--- src/rtl/cpu_defs.sv ---
// Shared definitions for the data-side memory access path.
// Holds the MEM-stage access type encodings, the bus size codes, the access
// controller state encoding and a helper mapping an access type to a bus size.
package cpu_defs;

  localparam logic [2:0] MT_B  = 3'b000;
  localparam logic [2:0] MT_BU = 3'b001;
  localparam logic [2:0] MT_H  = 3'b010;
  localparam logic [2:0] MT_HU = 3'b011;
  localparam logic [2:0] MT_W  = 3'b100;

  localparam logic [1:0] SZ_B = 2'd0;
  localparam logic [1:0] SZ_H = 2'd1;
  localparam logic [1:0] SZ_W = 2'd2;

  typedef enum logic [1:0] {
    IDLE = 2'd0,
    REQ  = 2'd1,
    WAIT = 2'd2,
    DONE = 2'd3
  } mac_state_e;

  // Unused type codes fall into the word class so they are alignment-checked
  // as strictly as possible.
  function automatic logic [1:0] type_to_size(input logic [2:0] mt);
    if (mt[2])      return SZ_W;
    else if (mt[1]) return SZ_H;
    else            return SZ_B;
  endfunction

endpackage

--- src/rtl/load_align.sv ---
// Load result alignment: selects the addressed byte/half lane from a 32-bit
// bus word and sign- or zero-extends it according to the access type.
// Ports:
//   rdata  - raw bus read data
//   addr   - low two bits of the access address
//   mtype  - MEM-stage access type (MT_*)
//   result - aligned, extended load value
module load_align
  import cpu_defs::*;
#(
  parameter int DATA_W = 32
) (
  input  logic [DATA_W-1:0] rdata,
  input  logic [1:0]        addr,
  input  logic [2:0]        mtype,
  output logic [DATA_W-1:0] result
);

  function automatic logic [DATA_W-1:0] ext_byte(input logic [7:0] b, input logic sgn);
    logic signed [DATA_W-1:0] v;
    v = {{(DATA_W-8){b[7] & sgn}}, b};
    return v;
  endfunction

  function automatic logic [DATA_W-1:0] ext_half(input logic [15:0] h, input logic sgn);
    logic signed [DATA_W-1:0] v;
    v = {{(DATA_W-16){h[15] & sgn}}, h};
    return v;
  endfunction

  logic [7:0]  byte_sel;
  logic [15:0] half_sel;

  always_comb begin
    byte_sel = rdata[7:0];
    case (addr)
      2'b00:   byte_sel = rdata[7:0];
      2'b01:   byte_sel = rdata[15:8];
      2'b10:   byte_sel = rdata[23:16];
      default: byte_sel = rdata[31:24];
    endcase
    half_sel = addr[1] ? rdata[31:16] : rdata[15:0];
  end

  always_comb begin
    result = rdata;
    case (mtype)
      MT_B, MT_BU: result = ext_byte(byte_sel, mtype == MT_B);
      MT_H, MT_HU: result = ext_half(half_sel, mtype == MT_H);
      default:     result = rdata;
    endcase
  end

endmodule

--- src/rtl/mem_access_ctrl.sv ---
// Data-memory access controller between the MEM stage and the data bus bridge.
// Issues one req/addr_ok + data_ok bus transaction per accepted load/store,
// stalls the pipeline until the data returns, flags misaligned addresses and
// delivers the aligned, extended load result.
// Ports:
//   clk, rst                  - clock, synchronous active-high reset
//   mem_en/mem_wr/mem_type    - MEM-stage access request and kind
//   mem_addr/mem_wdata        - effective address and store data
//   flush                     - kill of the current MEM instruction
//   stall_in                  - downstream stall, result must be held
//   stall_out                 - stall request to the pipeline
//   rdata_out                 - aligned, extended load result
//   adel/ades                 - load/store address error
//   data_*                    - SRAM-like bus (req/addr_ok, data_ok)
module mem_access_ctrl
  import cpu_defs::*;
#(
  parameter int ADDR_W = 32,
  parameter int DATA_W = 32
) (
  input  logic              clk,
  input  logic              rst,
  input  logic              mem_en,
  input  logic              mem_wr,
  input  logic [2:0]        mem_type,
  input  logic [ADDR_W-1:0] mem_addr,
  input  logic [DATA_W-1:0] mem_wdata,
  input  logic              flush,
  input  logic              stall_in,
  output logic              stall_out,
  output logic [DATA_W-1:0] rdata_out,
  output logic              adel,
  output logic              ades,
  output logic              data_req,
  output logic              data_wr,
  output logic [1:0]        data_size,
  output logic [ADDR_W-1:0] data_addr,
  output logic [DATA_W-1:0] data_wdata,
  input  logic              data_addr_ok,
  input  logic              data_data_ok,
  input  logic [DATA_W-1:0] data_rdata
);

  mac_state_e        state_q, state_d;
  logic              killed;
  logic [2:0]        type_r;
  logic [1:0]        acc_size;
  logic              misaligned;
  logic              accept;
  logic              data_done;
  logic              kill_eff;
  logic              capture;
  logic [ADDR_W-1:0] addr_fmt;
  logic [DATA_W-1:0] wdata_rep;
  logic [DATA_W-1:0] load_word;

  assign acc_size   = type_to_size(mem_type);
  assign misaligned = mem_en && ((acc_size == SZ_H && mem_addr[0]) ||
                                 (acc_size == SZ_W && mem_addr[1:0] != 2'b00));
  assign adel       = misaligned && !mem_wr;
  assign ades       = misaligned && mem_wr;

  assign accept = (state_q == IDLE) && mem_en && !misaligned && !flush && !stall_in;

  // The data_ok beat may arrive together with addr_ok while still in REQ.
  assign data_done = ((state_q == WAIT) && data_data_ok) ||
                     ((state_q == REQ) && data_addr_ok && data_data_ok);
  // A flush coinciding with data_ok still discards the returning data.
  assign kill_eff  = killed || flush;
  assign capture   = data_done && !kill_eff && !data_wr;

  assign data_req  = (state_q == REQ);
  assign stall_out = accept || (state_q == REQ) || (state_q == WAIT);

  always_comb begin
    addr_fmt  = mem_addr;
    wdata_rep = mem_wdata;
    case (acc_size)
      SZ_B: wdata_rep = {4{mem_wdata[7:0]}};
      SZ_H: wdata_rep = {2{mem_wdata[15:0]}};
      default: begin
        wdata_rep = mem_wdata;
        addr_fmt  = {mem_addr[ADDR_W-1:2], 2'b00};
      end
    endcase
  end

  always_comb begin
    state_d = state_q;
    case (state_q)
      IDLE: if (accept) state_d = REQ;
      REQ: begin
        if (data_addr_ok) begin
          if (data_data_ok) state_d = kill_eff ? IDLE : DONE;
          else              state_d = WAIT;
        end
      end
      WAIT: if (data_data_ok) state_d = kill_eff ? IDLE : DONE;
      DONE: if (!stall_in) state_d = IDLE;
      default: state_d = IDLE;
    endcase
  end

  load_align #(.DATA_W(DATA_W)) u_load_align (
    .rdata  (data_rdata),
    .addr   (data_addr[1:0]),
    .mtype  (type_r),
    .result (load_word)
  );

  always_ff @(posedge clk) begin
    if (rst) begin
      state_q    <= IDLE;
      killed     <= 1'b0;
      data_wr    <= 1'b0;
      data_size  <= SZ_B;
      data_addr  <= '0;
      data_wdata <= '0;
      type_r     <= MT_B;
      rdata_out  <= '0;
    end else begin
      state_q <= state_d;
      if (state_q != IDLE && state_d == IDLE)
        killed <= 1'b0;
      else if ((state_q == REQ || state_q == WAIT) && flush)
        killed <= 1'b1;
      // Request stage: capture the access once, hold it for the whole transaction
      if (accept) begin
        data_wr    <= mem_wr;
        data_size  <= acc_size;
        data_addr  <= addr_fmt;
        data_wdata <= wdata_rep;
        type_r     <= mem_type;
      end
      // Response stage: aligned load data lands in the result register
      if (capture) rdata_out <= load_word;
    end
  end

endmodule

--- config.mk ---
export PLATFORM = sky130hd
export DESIGN_NAME = mem_access_ctrl
export DESIGN_NICKNAME = d
export VERILOG_FILES = /design/src/rtl/cpu_defs.sv /design/src/rtl/load_align.sv /design/src/rtl/mem_access_ctrl.sv
export SDC_FILE = /design/constraint.sdc
export NUM_CORES = 1
export LEC_CHECK = 0
export ABC_AREA = 1
export BUFFER_PORTS_ARGS = -buffer_cell sky130_fd_sc_hd__buf_2
export CAP_MARGIN = 20
export CORE_UTILIZATION = 40
export DETAILED_ROUTE_END_ITERATION = 6
export PLACE_DENSITY_LB_ADDON = 0.08
export SYNTH_ARGS = -nofsm -noshare
export SYNTH_HDL_FRONTEND = slang
export SYNTH_SLANG_ARGS = --single-unit
--- constraint.sdc ---
create_clock -name clk -period 1.7 [get_ports clk]
set_input_delay 0.17 -clock clk [delete_from_list [all_inputs] [get_ports clk]]
set_output_delay 0.17 -clock clk [all_outputs]
set_load 0.02 [all_outputs]
; ---- Word level (Yosys, flattened, before mapping)
; Cells that the tools add are included.
[word_totals]
ff_bits = 105
output_inout_bits = 103
inputBits = 107
[classes]
n_mux = 14
bitwise = 2
n_eq_ne = 10
reduce_logical = 39
[op_table]
columns = cell, count
row1 = $pmux W32 S2, 2
row2 = $pmux W8 S3, 1
row3 = $logic_and A1 B1 Y1, 16
row4 = $mux W16, 1
row5 = $mux W2, 8
row6 = $eq A2 B2 Y1 const B, 4
row7 = $logic_not A2 Y1, 4
row8 = $pmux W2 S4, 1
row9 = $reduce_or A2 Y1, 4
row10 = $eq A2 B1 Y1 const B, 3
row11 = $eq A3 B2 Y1 const B, 2
row12 = $logic_not A1 Y1, 6
row13 = $logic_or A1 B1 Y1, 6
row14 = $reduce_bool A2 Y1, 2
row15 = $eq A3 B1 Y1 const B, 1
row16 = $logic_not A3 Y1, 1
row17 = $and A1 B1 Y1, 2
row18 = $mux W1, 1

; ---- Logic depth before layout (Yosys ltp)
; Gate-level depths: netlist of run 1.
[logic_depth]
depth_word = 15
ltp_mapped = 10

; ---- Modules after synthesis
; Synthesis of run 1 repeated with hierarchy kept, for this count alone.
[unflattened]
cells_unflattened = 711
hier_area_um2 = 4956.0
[modules_own_cells]
columns = module, n_inst, seq_area_each_um2, cells_each, area_per_inst_um2
row1 = mem_access_ctrl, 1, 2082.0, 555, 4164.0
row2 = load_align, 1, 0.0, 156, 792.0

; ---- Worst setup path before layout of run 1
; Ideal clock, no wire load.
[synth_path]
path_type = register -> register
start = register state_q[1]
end = register rdata_out[21]
t_arrival_ps = 1517
synth_period_minus_slack_ps = 1637
path_buffers = 1
stages_incl_launch_ff = 9
slack_ps = 63
path_cell_list = dfxtp_1 inv_1 ha_1 a21oi_1 nor2_2 clkinv_1 buf_2 a21oi_1 a21oi_1
[synth_between]
elab_chain_cells = 6
word_cells_on_any_way = 8
[synth_lines]
columns = item, line
row1 = "start, declared", mem_access_ctrl.sv:44  ; mac_state_e state_q, state_d;
row2 = "start signal, assigned", mem_access_ctrl.sv:122  ; state_q <= state_d;
row3 = $eq A2 B1 Y1, -
row4 = via data_req, mem_access_ctrl.sv:34  ; output logic data_req,
row5 = $logic_and A1 B1 Y1 (2 in a row), mem_access_ctrl.sv:67  ; ((state_q == REQ) && data_addr_ok && data_data_ok);
row6 = $logic_or A1 B1 Y1, mem_access_ctrl.sv:66  ; assign data_done = ((state_q == WAIT) && data_data_ok) ||
row7 = $logic_and A1 B1 Y1 (2 in a row), mem_access_ctrl.sv:70  ; assign capture = data_done && !kill_eff && !data_wr;
row8 = "end signal, assigned", mem_access_ctrl.sv:136  ; if (capture) rdata_out <= load_word;
row9 = "end, declared", mem_access_ctrl.sv:31  ; output logic [DATA_W-1:0] rdata_out,
; The timed path passes the listed nets, and every way through them passes these cells.
; A chain may end at the register's enable or synchronous reset.

; ---- Final worst setup path of run 1
[layout_path]
start = register state_q[0]
end = output port stall_out
[layout_between]
elab_chain_cells = 7
word_cells_on_any_way = 9
[layout_lines]
columns = item, line
row1 = $logic_not A2 Y1, mem_access_ctrl.sv:63  ; assign accept = (state_q == IDLE) && mem_en && !misaligned && !flush && !stall_in;
row2 = $logic_and A1 B1 Y1 (4 in a row), mem_access_ctrl.sv:63
row3 = $logic_or A1 B1 Y1, mem_access_ctrl.sv:73  ; assign stall_out = accept || (state_q == REQ) || (state_q == WAIT);
row4 = $logic_or A1 B1 Y1 (*), mem_access_ctrl.sv:73
row5 = "end, declared", mem_access_ctrl.sv:30  ; output logic stall_out,
; Every way passes the cells marked *; elsewhere a longest branch is shown, timed or not.

==> impl_metrics.csv, run 1 <==
group,metric,value,unit
critical_path,worstPathArrival,1490,ps
critical_path,rr_endpoint,"data_addr[11]",
clocking,cts_made_buffers,9,
critical_path,path_delay_family,"buffers and inverters",
route,drt-initial-drc-count,374,
floorplanning,fp-row-count,39,
run_status,status,"complete, no violations",
synthesis,synthCells,659,
hold_path,hp-start,"mem_addr[15]",
critical_path,reg2reg_from,"state_q[0]",
timing,rsz0062_at_grt,"true",
route,avgViaCountPerCell,5.00,
clocking,cts.clk_slew.worst_paths,70,ps
critical_path,cp.depth,8,
synthesis,ys_warn_count,0,
route,drc,0,
critical_path,worstRegToRegCells,9,
critical_path,startpoint_type,"flop",
hold_path,min-delay-path-class,"in -> reg",
critical_path,path_common_cell,"inv_2",
timing,worst_slack,42.7,ps
critical_path,path_cells,"inv_2, ha_4, inv_2, nor3_4, nand2_4, buf_12, nand3_4, buf_6",
critical_path,cp-end-kind,"output port",
clocking,h-tree-depth,3,
grt,first_global_vias,4717,
synthesis,synth_seq_cells,104,
floorplanning,core,0.0114,mm²
synthesis,synth_nets,771,
synthesis,synth-seq-area-share,44.3,%
timing,skew,5.90,ps
clocking,insertion_delay,340,ps
grt,grt_antenna_before_repair,0,
place,routabilityCongestion,0.876,
power_and_ir_drop,p_per_area,931,mW/mm²
route,drt-pass1-iter-count,5,
route,wl,14.4,mm
layout,layout-drive-gt1-share,32.6,%
grt,grt_start_max_net_pins,48,
grt,grt_pass1_wl,23.0,mm
critical_path,cp_max_fo,3,
timing,whs,77.6,ps
timing,fin_crit_sh,97.5,%
critical_path,reg2reg_slack,110,ps
layout,fillers,1151,
timing,maxSlewHeadroom,74.8,%
place,portBuffers,209,
critical_path,critPathKind,"reg -> out",
floorplanning,die_x,110,µm
floorplanning,initial_core_util,41.2,%
hold_path,min_to,"data_addr[15]",
grt,grt.total_usage,23.1,%
clocking,hold_buffers,0,
timing,fmax,0.603,GHz
clocking,clockBufferDepth,2,
timing,tightest_slew,377,ps
timing,setup_violations,0,
critical_path,cp_slowest_cell,"dfxtp_2",
synthesis,synth_area,0.00470,mm²
floorplanning,die-area,0.0122,mm²
synthesis,avgSynthCellArea,7.14,µm²
hold_path,min_path_cells,3,
floorplanning,die_h,110,µm
timing,slew_violations,0,
clocking,cts_tree,"built",
timing,hold_viol_final,0,
layout,num_antenna_cells,0,
clocking,cts_sinks,104,
route,vias,5067,
layout,nets,979,
place,dp_hpwl,10.3,mm
clocking,root_buffer,"clkbuf_16",
critical_path,slowest_delay,320,ps
route,wl_per_cell,14.2,µm
route,ant_nets,0,
power_and_ir_drop,power.leakage,3.12,nW
critical_path,cp.required,1530,ps
timing,min_period,1660,ps
synthesis,ys_types,31,
place,dp_slack,101,ps
power_and_ir_drop,peakVddDrop,0.830,mV
grt,grt_overflow,0,
run,cap_violations,0,
critical_path,path_buf_inv,4,
layout,syn2layout_area_growth,35.4,%
floorplanning,pin_count,210,
-- report_power, final --
| group | internal [mW] | switching, mW |
|---|---|---|
| Combinational | 0.517 | 0.800 |
| Sequential | 2.58 | 0.0757 |
| Clock | 1.10 | 0.857 |
-- sequential cells by signal, summed over array words and instances (netlist names) --
name,flops
rdata_out,32
state_q,2
data_addr,32
killed,1
data_wdata,32
type_r,2
data_size,2
data_wr,1
-- tightest hold or removal path, delay by kind of cell --
kind,cells,cell delay [ps]
and+or+nand+nor,1,70
AOI/OAI and AO/OA,1,70
buffers and inverters,1,70
-- stage by stage --
| step | utilization (%) | TNS [ps] | total power [mW] | instance area, µm² | std cells |
|---|---|---|---|---|---|
| after global placement | 51.8 | 0 | 3.91 | 5910 | 991 |
| after floorplan | - | 0 | 3.46 | 4700 | 659 |
| final | 55.8 | 0 | 5.93 | 6370 | 1013 |
| after detailed placement | 51.8 | 0 | 3.92 | 5910 | 991 |
| after global routing | 55.8 | -114 | 6.24 | 6370 | 1013 |
| after CTS | 54.8 | 0 | 5.92 | 6260 | 1009 |
-- cell families after synthesis --
group | after synthesis | share of synthesized area [%]
compound gates | 192 | 21.2
fa+ha+maj | 5 | 1.33
buf+inv | 76 | 7.87
flops | 104 | 44.3
simple gates | 282 | 25.3
-- layer usage --
layer	vias up	track usage [%]	routed length [µm]
met5	-	0	0
met1	2292	29.9	6500
met3	13	5.49	921
met2	173	38.1	6790
met4	0	7.11	173
li1	2589	-	-
-- Yosys cell counts (all sizes together) --
cell / count / area [µm²]
nand2: 136 / 523
nor3: 2 / 15.0
buf: 28 / 185
o211ai: 10 / 80.1
dfxtp: 104 / 2080
clkinv: 2 / 7.51
nand3: 31 / 173
ha: 5 / 62.6
nor2: 95 / 367
a21oi: 95 / 479
inv: 31 / 121
o21ai: 87 / 439
or2: 9 / 56.3
nand4: 9 / 56.3
clkbuf: 15 / 56.3
-- final cells by class --
cell class | instances | area (µm²) | share of cell area (%)
sequential | 104 | 2080 | 32.7
multi-input combinational | 479 | 2280 | 35.8
clock buffer | 14 | 274 | 4.30
timing repair buffer | 240 | 1410 | 22.2
inverter | 33 | 139 | 2.18
tap | 143 | 179 | 2.81
-- placed cells by master (no fill, tap or decap), types with 9 or more instances in the layout --
cell type,count
a21oi_1,94
buf_2,208
buf_4,22
clkbuf_16,11
dfxtp_1,102
inv_1,23
nand2_1,133
nand3_1,28
nand4_1,9
nor2_1,93
o211ai_1,9
o21ai_0,85
or2_2,9
-- how the worst max path moves through the flow --
stage / startpoint / to
after floorplan: state_q[1] / rdata_out[21]
after global placement: state_q[0] / killed
after detailed placement: state_q[0] / stall_out
after CTS: state_q[0] / data_wdata[11]
after global routing: state_q[0] / stall_out
final: state_q[0] / stall_out
-- repair_timing --
item / CTS / global route
setup buffers: 3 / 2
gates cloned: 1 / 2
endpoints found under the hold margin: 0 / 0
pin swaps: 2 / 5
endpoints found under the setup margin: 1 / 64
gates resized for setup: 8 / 11
No activity file was read; power rests on OpenSTA's default activity.
==> run 2: changes to the inputs <==
--- a/constraint.sdc
+++ b/constraint.sdc
@@ -3,2 +3,2 @@
 set_output_delay 0.17 -clock clk [all_outputs]
-set_load 0.02 [all_outputs]
+set_load 0.05 [all_outputs]
==> run 2 against run 1 <==
Combinational power rose by 24%. Count of clock-buffer cells in the layout decreased by 1. Hold slack improved by 5.8 ps. Sequential power hardly changed. Non-clock buffer count decreased by 2. Setup slack improved by 29 ps. Cell area decreased by 0.12%. Final cell count is 0.20% lower. Register-to-register slack about the same. Maximum frequency grew 1.8%. Largest power group unchanged.
==> impl_metrics.csv, run 2 (synthesis results as in run 1) <==
group,metric,value,unit
clocking,hold_buffers,0,
timing,slew_violations,0,
timing,fmax,0.614,GHz
critical_path,cp_max_fo,6,
route,avgViaCountPerCell,5.02,
route,drc,0,
layout,layout_common_cells,"buf_2 (208), nand2_1 (133), dfxtp_1 (101)",
timing,hold_viol_final,0,
clocking,clockBufferDepth,2,
layout,layout-drive-gt1-share,32.7,%
route,drt-pass1-iter-count,5,
grt,grt_start_max_net_pins,48,
clocking,root_buffer,"clkbuf_16",
route,drt-initial-drc-count,256,
floorplanning,pin_count,210,
power_and_ir_drop,power.leakage,3.10,nW
clocking,h-tree-depth,3,
grt,grt_pass1_wl,22.3,mm
clocking,cts.clk_slew.worst_paths,60,ps
power_and_ir_drop,p_per_area,970,mW/mm²
layout,layout_commonest_cell,"buf_2",
critical_path,cp-end-kind,"output port",
timing,fin_crit_sh,95.8,%
timing,setup_violations,0,
run_status,status,"complete, no violations",
power_and_ir_drop,peakVddDrop,0.549,mV
route,ant_nets,0,
place,dp_slack,-155,ps
layout,top_regs,"data_addr x32, data_wdata x32, rdata_out x32",
clocking,cts_tree,"built",
floorplanning,die_h,110,µm
timing,rsz0062_at_grt,"false",
power_and_ir_drop,seq_power_share,43.1,%
layout,nets,977,
critical_path,startpoint_type,"flop",
place,routabilityCongestion,0.860,
timing,maxSlewHeadroom,74.2,%
grt,grt.total_usage,22.4,%
floorplanning,die_x,110,µm
power_and_ir_drop,switching_share,33.4,%
power_and_ir_drop,clock_power_share,30.3,%
floorplanning,die-area,0.0122,mm²
floorplanning,fp-row-count,39,
run,cap_violations,0,
grt,grt_overflow,0,
power_and_ir_drop,intPower,4.11,mW
timing,tightest_slew,387,ps
critical_path,cp.required,1530,ps
grt,first_global_vias,4433,
power_and_ir_drop,power.total,6.17,mW
layout,multi_input_area,0.00229,mm²
timing,min_period,1630,ps
timing,setup_tns,0,ps
layout,fillers,1155,
route,vias,5073,
floorplanning,core,0.0114,mm²
place,portBuffers,209,
floorplanning,initial_core_util,41.2,%
clocking,cts_made_buffers,9,
hold_path,min-delay-path-class,"in -> reg",
power_and_ir_drop,pwr-share-comb,26.6,%
layout,num_antenna_cells,0,
route,wl_per_cell,14.1,µm
layout,syn2layout_area_growth,35.3,%
route,wl,14.3,mm
place,dp_hpwl,10.1,mm
critical_path,critPathKind,"reg -> out",
clocking,insertion_delay,340,ps
layout,final-seq-area,0.00209,mm²
power_and_ir_drop,power.switching,2.06,mW
grt,grt_antenna_before_repair,0,
critical_path,worstPathArrival,1460,ps
timing,worst_slack,71.9,ps
clocking,cts_sinks,104,
timing,skew,4.61,ps
-- run 2: changes by cell type in the layout (fill, tap and decap cells not counted), moves of 3 or more --
cell | previous run | this run
o21ai_0 | 85 | 80
buf_4 | 22 | 17
o21ai_1 | 1 | 6
inv_2 | 6 | 3
-- run 2: metal layers --
| metal | routed length (µm) | GRT usage (%) |
|---|---|---|
| met5 | 0 | 0 |
| met4 | 171 | 7.56 |
| met3 | 957 | 4.61 |
| met2 | 6700 | 36.0 |
| met1 | 6420 | 29.8 |
-- run 2: layout make-up --
class	instances	share of cell area, %
Timing Repair Buffer	238	22.1
Inverter	33	2.28
Sequential cell	104	32.8
Multi-Input combinational cell	479	36.0
Clock buffer	13	3.93
Tap cell	143	2.81
Clock inverter	1	0.0787
-- run 2: critical path, cell delays in order (launching register included) --
cell and delay (ps):
dfxtp_4 370, inv_4 80, ha_4 130, inv_2 40
nor3_4 200, nand2_4 80, nand3_2 80, buf_8 150
-- run 2: final timing paths --
| path | startpoint | to | slack, ps | cells after the start |
|---|---|---|---|---|
| hold / removal | mem_addr[19] | data_addr[19] | 80 | 3 |
| setup / recovery | state_q[1] | stall_out | 70 | 7 |
| hold reg to reg | data_wdata[16] | data_wdata[16] | 460 | 2 |
| setup reg to reg | state_q[1] | data_addr[15] | 100 | 9 |
-- run 2: per-stage QoR --
step           cells  hold WS [ps]  utilization (%)  area [µm²]
4_1_cts         1006          75.5             54.4        6210
3_3_place_gp     990           418             52.0        5930
2_1_floorplan    659           313                -        4720
3_5_place_dp     990           428             52.0        5930
5_1_grt         1011          83.7             55.7        6360
6_report        1011          83.4             55.7        6360
-- run 2: timing repair --
item | CTS | global route
setup buffers | 2 | 2
resized for setup | 5 | 23
pin swaps | 2 | 3
endpoints found under the setup margin | 51 | 76
gates cloned | 0 | 3
-- run 2: power groups by stage --
stage | logic (mW) | registers [mW] | clock network, mW
detailed placement | 1.56 | 2.71 | 0
finish | 1.64 | 2.66 | 1.87
global placement | 1.54 | 2.71 | 0
CTS | 1.58 | 2.66 | 1.92
global route | 1.77 | 2.68 | 2.02
floorplan | 0.658 | 3.15 | 0
==> run 3: changes to the inputs <==
- CORE_UTILIZATION: 40 -> 35
==> run 3 against run 2 <==
Flip-flop and latch count unchanged. Clock power up 13%. Largest cell class unchanged. Critical endpoint is now data_size[1]. Sequential power hardly changed. Die area up 14%. Setup slack better by 24 ps. Highest routed layer is now met5.
==> impl_metrics.csv, run 3 (synthesis results as in run 1) <==
group,metric,value,unit
critical_path,cp-end-kind,"output port",
layout,syn2layout_area_growth,34.6,%
critical_path,reg2reg_slack,130,ps
timing,hold_viol_final,0,
power_and_ir_drop,intPower,4.27,mW
place,dp_hpwl,10.4,mm
timing,tightest_slew,398,ps
layout,nets,973,
place,portBuffers,209,
critical_path,worstRegToRegCells,9,
place,routabilityCongestion,0.857,
hold_path,hp-start,"mem_addr[19]",
hold_path,min-delay-path-class,"in -> reg",
layout,layout_commonest_cell,"buf_2",
route,wl,14.2,mm
floorplanning,die-area,0.0139,mm²
timing,fin_crit_sh,94.3,%
timing,setup_tns,0,ps
power_and_ir_drop,switching_share,32.8,%
critical_path,worstPathArrival,1430,ps
grt,grt_overflow,0,
power_and_ir_drop,power.leakage,3.08,nW
critical_path,critPathKind,"reg -> out",
timing,rsz0062_at_grt,"false",
critical_path,reg2reg_from,"state_q[0]",
timing,min_period,1600,ps
floorplanning,core,0.0129,mm²
hold_path,min_to,"data_addr[19]",
critical_path,cp_slowest_cell,"dfxtp_1",
timing,setup_violations,0,
power_and_ir_drop,peakVddDrop,0.476,mV
critical_path,rr_endpoint,"data_wdata[21]",
layout,layout_common_cells,"buf_2 (208), nand2_1 (133), dfxtp_1 (103)",
grt,grt.total_usage,20.3,%
route,vias,5029,
route,drt-pass1-iter-count,4,
clocking,cts_sinks,104,
timing,whs,77.2,ps
clocking,cts.clk_slew.worst_paths,70,ps
layout,top_regs,"data_addr x32, data_wdata x32, rdata_out x32",
floorplanning,initial_core_util,36.5,%
critical_path,path_cells,"buf_4, buf_2",
power_and_ir_drop,seq_power_share,41.7,%
run_status,status,"complete, no violations",
timing,fmax,0.624,GHz
layout,layout-drive-gt1-share,32.3,%
critical_path,cp_max_fo,27,
clocking,insertion_delay,340,ps
timing,slew_violations,0,
critical_path,startpoint_type,"flop",
clocking,h-tree-depth,3,
run,cap_violations,0,
floorplanning,die_x,118,µm
floorplanning,die_h,118,µm
grt,grt_antenna_before_repair,3,
route,ant_nets,0,
critical_path,slowest_delay,420,ps
timing,skew,6.44,ps
route,avgViaCountPerCell,4.84,
route,wl_per_cell,13.7,µm
floorplanning,fp-row-count,41,
clocking,hold_buffers,0,
grt,grt_pass1_wl,22.7,mm
route,drc,0,
hold_path,min_path_cells,3,
grt,first_global_vias,4560,
clocking,cts_tree,"built",
grt,grt_start_max_net_pins,45,
power_and_ir_drop,pwr-share-comb,24.9,%
route,drt-initial-drc-count,268,
power_and_ir_drop,power.switching,2.09,mW
clocking,cts_made_buffers,9,
critical_path,cp.required,1530,ps
floorplanning,pin_count,210,
clocking,clockBufferDepth,2,
timing,maxSlewHeadroom,73.5,%
power_and_ir_drop,p_per_area,1010,mW/mm²
power_and_ir_drop,clock_power_share,33.4,%
clocking,root_buffer,"clkbuf_16",
-- run 3: cell count changes in the layout (fill, tap and decap cells not counted), moves of 2 or more --
cell and change:
buf_4 +2, buf_6 -3, clkbuf_1 -3, clkbuf_16 -3, clkinv_2 -2, clkinvlp_4 +2, dfxtp_1 +2, inv_1 +2
-- run 3: how the worst max path moves through the flow --
stage | cells past startpoint | startpoint | to
2_1_floorplan | 6 | data_addr[0] | rdata_out[0]
3_3_place_gp | 8 | state_q[0] | data_addr[20]
3_5_place_dp | 8 | state_q[0] | data_addr[11]
4_1_cts | 7 | state_q[0] | stall_out
5_1_grt | 12 | state_q[0] | killed
6_report | 2 | data_size[1] | data_size[1]
-- run 3: final cells by class --
class / instances / area (µm²)
diodes: 1 / 2.50
clock buffers: 11 / 253
clock inverters: 4 / 53.8
fillers: 1312 / 6550
inverters: 33 / 129
multi-input cells: 479 / 2280
flip-flops and latches: 104 / 2080
well taps: 172 / 215
repair buffers: 234 / 1320
-- run 3: critical path, delay by kind of cell (launching register included) --
kind	cells	cell delay [ps]
buf+inv	2	670
flops	1	420
-- run 3: through the flow --
step	setup slack (ps)	power, mW	instance area (µm²)	utilization [%]	std cells
final	96.2	6.36	6330	49.2	1038
after global routing	5.31	6.69	6330	49.1	1037
after CTS	58.1	6.43	6320	49.1	1037
after detailed placement	125	4.27	5980	46.5	1021
after global placement	156	4.26	5980	46.5	1021
after floorplan	93.4	3.81	4720	-	659
-- run 3: layer usage --
layer | wire, µm | part of all wire, % | GRT usage (%)
met1 | 6470 | 46 | 27.0
met2 | 6250 | 44 | 30.6
met3 | 1180 | 8.3 | 6.06
met4 | 264 | 1.9 | 7.93
met5 | 13 | 0.092 | 0
-- run 3: what timing repair did --
| item | in CTS | in global routing |
|---|---|---|
| pin swaps | 2 | 1 |
| setup buffers | 1 | 0 |
| endpoints found under the setup margin | 1 | 21 |
| gates resized for setup | 2 | 7 |
-- run 3: power by group through the flow --
stage	Sequential, mW	Combinational [mW]	Clock [mW]
2_1_floorplan	3.15	0.658	0
3_3_place_gp	2.70	1.56	0
3_5_place_dp	2.71	1.57	0
4_1_cts	2.65	1.59	2.19
5_1_grt	2.67	1.72	2.30
6_report	2.65	1.59	2.12
